<file path="src/rtl/mem_arb_pkg.sv">
// Shared types and constants for the memory port arbiter.
package mem_arb_pkg;

  typedef enum logic [1:0] {
    FETCH  = 2'd0,
    CHECK  = 2'd1,
    DATA   = 2'd2,
    COMMIT = 2'd3
  } arb_state_t;

  // MIPS primary opcodes (instr[31:26]) for the memory instructions
  localparam logic [5:0] OP_LW = 6'b100011;
  localparam logic [5:0] OP_SW = 6'b101011;

endpackage

</file>
<file path="src/rtl/arb_perf_ctr.sv">
// Enable-gated 32-bit wrapping event counter.
// Only built when MEM_ARB_PERF_EN is defined; the default build does not use it.
`ifdef MEM_ARB_PERF_EN
module arb_perf_ctr (
  input  logic        clk,
  input  logic        reset_n,
  input  logic        en_i,
  output logic [31:0] count_o
);

  logic [31:0] count_q;
  logic [31:0] count_d;

  // Next count: +1 when enabled, natural wrap from all-ones to zero
  always_comb begin
    count_d = count_q;
    if (en_i) count_d = count_q + 32'd1;
  end

  // Counter register
  always_ff @(posedge clk or negedge reset_n) begin
    if (!reset_n) count_q <= '0;
    else          count_q <= count_d;
  end

  assign count_o = count_q;

endmodule
`endif

</file>
<file path="src/rtl/mem_port_arbiter.sv">
// Multi-cycle sequencer sharing one memory port between instruction fetch
// and load/store. Each instruction walks FETCH -> CHECK -> [DATA] -> COMMIT,
// and cpu_enable pulses once in COMMIT so the core advances exactly once.
// Optional MEM_ARB_PERF_EN adds perf_instret / perf_stall counters.
//
//   state  | meaning
//   -------+-----------------------------------------------------------
//   FETCH  | request instr at pc; latch it on mem_ack
//   CHECK  | one cycle for the core to decode instr (load/store intent)
//   DATA   | load/store access at d_addr; latch load data on mem_ack
//   COMMIT | cpu_enable pulse; core updates PC / register file
module mem_port_arbiter
  import mem_arb_pkg::*;
#(
  parameter int AW = 32,
  parameter int DW = 32
) (
  input  logic          clk,
  input  logic          reset_n,
  input  logic [AW-1:0] pc,
  input  logic          d_re,
  input  logic          d_we,
  input  logic [AW-1:0] d_addr,
  input  logic [DW-1:0] d_wdata,
  output logic [DW-1:0] instr,
  output logic [DW-1:0] d_rdata,
  output logic          cpu_enable,
  output logic          mem_req,
  output logic          mem_we,
  output logic [AW-1:0] mem_addr,
  output logic [DW-1:0] mem_wdata,
  input  logic [DW-1:0] mem_rdata,
  input  logic          mem_ack
`ifdef MEM_ARB_PERF_EN
  ,
  output logic [31:0]   perf_instret,
  output logic [31:0]   perf_stall
`endif
);

  arb_state_t    state_q, state_d;
  logic [DW-1:0] instr_q, instr_d;
  logic [DW-1:0] d_rdata_q, d_rdata_d;

  logic          req_s, we_s, en_s;
  logic [AW-1:0] addr_s;
  logic [DW-1:0] wdata_s;

  // Next state, Moore memory-side outputs and latch updates
  always_comb begin
    state_d   = state_q;
    instr_d   = instr_q;
    d_rdata_d = d_rdata_q;
    req_s     = 1'b0;
    we_s      = 1'b0;
    en_s      = 1'b0;
    addr_s    = '0;
    wdata_s   = '0;
    unique case (state_q)
      FETCH: begin
        req_s  = 1'b1;
        addr_s = pc;
        if (mem_ack) begin
          instr_d = mem_rdata;
          state_d = CHECK;
        end
      end
      CHECK: begin
        state_d = (d_re || d_we) ? DATA : COMMIT;
      end
      DATA: begin
        req_s   = 1'b1;
        we_s    = d_we;
        addr_s  = d_addr;
        wdata_s = d_wdata;
        if (mem_ack) begin
          // d_re together with d_we is treated as a store
          if (!d_we) d_rdata_d = mem_rdata;
          state_d = COMMIT;
        end
      end
      COMMIT: begin
        en_s    = 1'b1;
        state_d = FETCH;
      end
      default: state_d = FETCH;
    endcase
  end

  // State register and instruction / load-data latches
  always_ff @(posedge clk or negedge reset_n) begin
    if (!reset_n) begin
      state_q   <= FETCH;
      instr_q   <= '0;
      d_rdata_q <= '0;
    end else begin
      state_q   <= state_d;
      instr_q   <= instr_d;
      d_rdata_q <= d_rdata_d;
    end
  end

  // FETCH is the reset state, so the request must be masked by reset_n
  // itself for it to drop the moment reset asserts.
  assign mem_req    = req_s & reset_n;
  assign mem_we     = we_s & reset_n;
  assign mem_addr   = reset_n ? addr_s : '0;
  assign mem_wdata  = reset_n ? wdata_s : '0;
  assign cpu_enable = en_s & reset_n;
  assign instr      = instr_q;
  assign d_rdata    = d_rdata_q;

`ifdef MEM_ARB_PERF_EN
  arb_perf_ctr u_ctr_instret (
    .clk     (clk),
    .reset_n (reset_n),
    .en_i    (cpu_enable),
    .count_o (perf_instret)
  );

  arb_perf_ctr u_ctr_stall (
    .clk     (clk),
    .reset_n (reset_n),
    .en_i    (mem_req & ~mem_ack),
    .count_o (perf_stall)
  );
`endif

endmodule

</file>
<file path="config.mk">
export PLATFORM = sky130hd
export DESIGN_NAME = mem_port_arbiter
export DESIGN_NICKNAME = d
export VERILOG_FILES = /design/src/rtl/mem_arb_pkg.sv /design/src/rtl/arb_perf_ctr.sv /design/src/rtl/mem_port_arbiter.sv
export SDC_FILE = /design/constraint.sdc
export NUM_CORES = 1
export LEC_CHECK = 0
export BUFFER_PORTS_ARGS = -buffer_cell sky130_fd_sc_hd__clkbuf_2
export CAP_MARGIN = 10
export CORE_MARGIN = 10
export CORE_UTILIZATION = 40
export CTS_BUF_LIST = sky130_fd_sc_hd__clkbuf_8
export DETAILED_ROUTE_END_ITERATION = 8
export GPL_TIMING_DRIVEN = 0
export PLACE_DENSITY = 0.92
export SLEW_MARGIN = 10
export SYNTH_ARGS = -nofsm -noshare
export SYNTH_HDL_FRONTEND = slang
export SYNTH_SLANG_ARGS = --single-unit
</file>
<file path="constraint.sdc">
create_clock -name clk -period 5.1 [get_ports clk]
set_input_delay 1.02 -clock clk [delete_from_list [all_inputs] [get_ports clk]]
set_output_delay 1.02 -clock clk [all_outputs]
set_load 0.1 [all_outputs]
</file>
==> impl_metrics.ini <==
[synthesis]
synthMuxAreaShare_pct = 22.8
netlist_area_sq_mm = 0.00316
ys_seq_area_share_pct = 52.2
synth-simple-area-share_pct = 8.42
synth_fa_ha_area_share_pct = 1.98
synthXorXnorAreaFrac_pct = 0
syn_nets = 375
yosys_warnings = 0
synth_top_family_by_area = multiplexers
synth_cells = 237
synth_compound_area_share_pct = 9.92
synth.distinct_cells = 19
ys_ff_latch = 66
syn_avg_cell_area_sq_um = 13.4

[routing]
vias = 3146
wirelength_mm = 13.3
wl_met3_mm = 1.38
drt-vias-per-instance = 5.04
drtIter0Drc = 130
wl_per_cell_um = 21.4
routed.top_layer = met4
firstDrtPassIters = 4
detail-route-antenna-nets = 0
drc_errors = 0
met1_length_mm = 4.66
wl_met2_mm = 7.09

[clocking]
clk_latency_ns = 0.34
cts_setup_buffers = 0
cts.clk_slew.worst_paths_ns = 0.07
cts_tree = done
cts_buffers = 9
clock_sinks = 66
ctsLongestPathBuffers = 2
htreeDepth = 3
root_buffer = clkbuf_8
post_cts_resized = 0
cts-hold-fix-buffers = 0

[timing]
finClkSkew_ns = 0.0164
max_clock_freq_mhz = 264
slew_headroom_pct = 60.7
finalCritPeriodShare_pct = 74.4
tightest_slew_ns = 0.592
finalHoldViolCount = 0
tns_ns = 0
fin_crit_ns = 3.79
setup_viol = 0
rsz0062_at_grt = false
drv_slew = 0

[die]
dieArea_sq_mm = 0.0119
die_height_um = 109
initial_utilization_pct = 40.9
core.rowCount = 32
io_pins = 264
die_x_um = 109
coreArea_sq_mm = 0.00773

[placement]
dp.cells = 603
io_buffers = 263
gp_congestion = 1.04
hpwl_mm = 11.4
placed_cell_area_sq_mm = 0.00464

[global_routing]
grt_pass1_wl_mm = 19.1
grt_pass1_vias = 3371
grt_usage_pct = 21.1
grt_max_degree = 65
grt_overflow = 0
antenna_found_initial = 4

[final_layout]
stdcell_count = 624
drive_above_1_share_pct = 62.9
fin_area_sq_mm = 0.00488
nNetsFinal = 650
area_delta_synth_final_pct = 54.1
n_fill_cell = 649

[worst_setup_path]
max_stage_delay_ns = 0.46
cp_max_fo = 64
worst_ep_arrival_time_ns = 2.77
crit_path_end_kind = output pin
slowest_stage = clkbuf_2
path_buf_inv = 5
path_delay_family = buffers and inverters
path_common_cell = buf_2
critPathKind = in2out
worst_setup_path_start_kind = primary input
path_cells = clkbuf_4, buf_16, and2_1, buf_2, buf_2, a22o_1, clkbuf_2
critPathRequiredTime_ns = 4.08

[run_status]
status = completed

[job]
drv_cap = 0

[min_path]
worstHoldPathType = reg2reg
[kinds of logic after synthesis]
logic type / count (synthesis)
and+or+nand+nor: 42
adders and majority gates: 5
muxes: 64
DFF: 66
AOI/OAI and AO/OA: 37
buffers and inverters: 23
[Yosys cell counts, drive strengths merged]
cell | count | share of area [%]
dfrtp | 66 | 52
mux2 | 64 | 23
and3 | 33 | 6.5
a22o | 32 | 8.9
buf | 15 | 3.8
clkbuf | 6 | 0.71
ha | 5 | 2.0
and2 | 3 | 0.59
nand2 | 3 | 0.44
inv | 2 | 0.24
nor2 | 2 | 0.24
o21ai | 2 | 0.32
a32oi | 1 | 0.28
nand3b | 1 | 0.63
o21a | 1 | 0.24
o21bai | 1 | 0.24
[sequential cells by signal, indices dropped and copies added (netlist names)]
register / count
d_rdata: 32
instr: 32
state_q: 2
[per-layer routing]
metal	global-route usage [%]	up-vias
li1	-	1431
met1	21.7	1517
met2	38.1	177
met3	7.43	21
met4	9.04	0
met5	0	-
[path summary, 6_finish.rpt]
kind | end | slack [ns] | start | depth (start not counted)
hold reg to reg | d_rdata[29] | 0.49 | d_rdata[29] | 1
setup reg to reg | instr[18] | 3.43 | state_q[0] | 5
hold / removal | d_rdata[29] | 0.49 | d_rdata[29] | 1
min in group asynchronous | d_rdata[11] | 0.55 | reset_n | 1
max in group asynchronous | state_q[0] | 3.97 | reset_n | 2
setup / recovery | mem_addr[30] | 1.31 | reset_n | 7
[cell usage in the layout (no fill, tap or decap), types with 2 or more instances in the layout]
| master | count |
|---|---|
| clkbuf_1 | 6 |
| a22o_1 | 32 |
| clkbuf_8 | 10 |
| inv_1 | 3 |
| buf_2 | 8 |
| nand2_1 | 2 |
| buf_6 | 7 |
| clkbuf_2 | 262 |
| o21ai_0 | 2 |
| mux2_2 | 29 |
| dfrtp_1 | 66 |
| nor2_1 | 2 |
| ha_1 | 5 |
| diode_2 | 5 |
| and2_1 | 3 |
| bufinv_16 | 2 |
| and3_1 | 33 |
| mux2_1 | 35 |
[metrics by stage]
| step | hold WS, ns | setup WS [ns] | utilization [%] |
|---|---|---|---|
| after floorplan | 0.607 | 1.90 | - |
| after global placement | 0.474 | 0.505 | 59.6 |
| after detailed placement | 0.480 | 1.28 | 60.0 |
| after CTS | 0.497 | 1.28 | 63.0 |
| after global routing | 0.507 | 1.15 | 63.1 |
| final | 0.492 | 1.31 | 63.1 |
[worst reg2reg max path: stages, from the launching register on]
cell	delay, ns
dfrtp_1	0.38
inv_1	0.11
ha_1	0.26
nand2_2	0.15
buf_2	0.29
mux2_2	0.38
[area by class of cell]
| type | count | area, sq um | share of cell area, % |
|---|---|---|---|
| Multi-Input combinational cell | 148 | 1360 | 28.0 |
| Buffer | 21 | 141 | 2.90 |
| Clock inverter | 6 | 88.8 | 1.82 |
| Clock buffer | 10 | 138 | 2.82 |
| Timing Repair Buffer | 264 | 1350 | 27.6 |
| Tap cell | 102 | 128 | 2.62 |
| Sequential cell | 66 | 1650 | 33.9 |
| Antenna cell | 5 | 12.5 | 0.257 |
| Inverter | 2 | 7.51 | 0.154 |
Power is not shown: default switching activity piles up to over one toggle a cycle in this logic, so the estimate is an artifact.
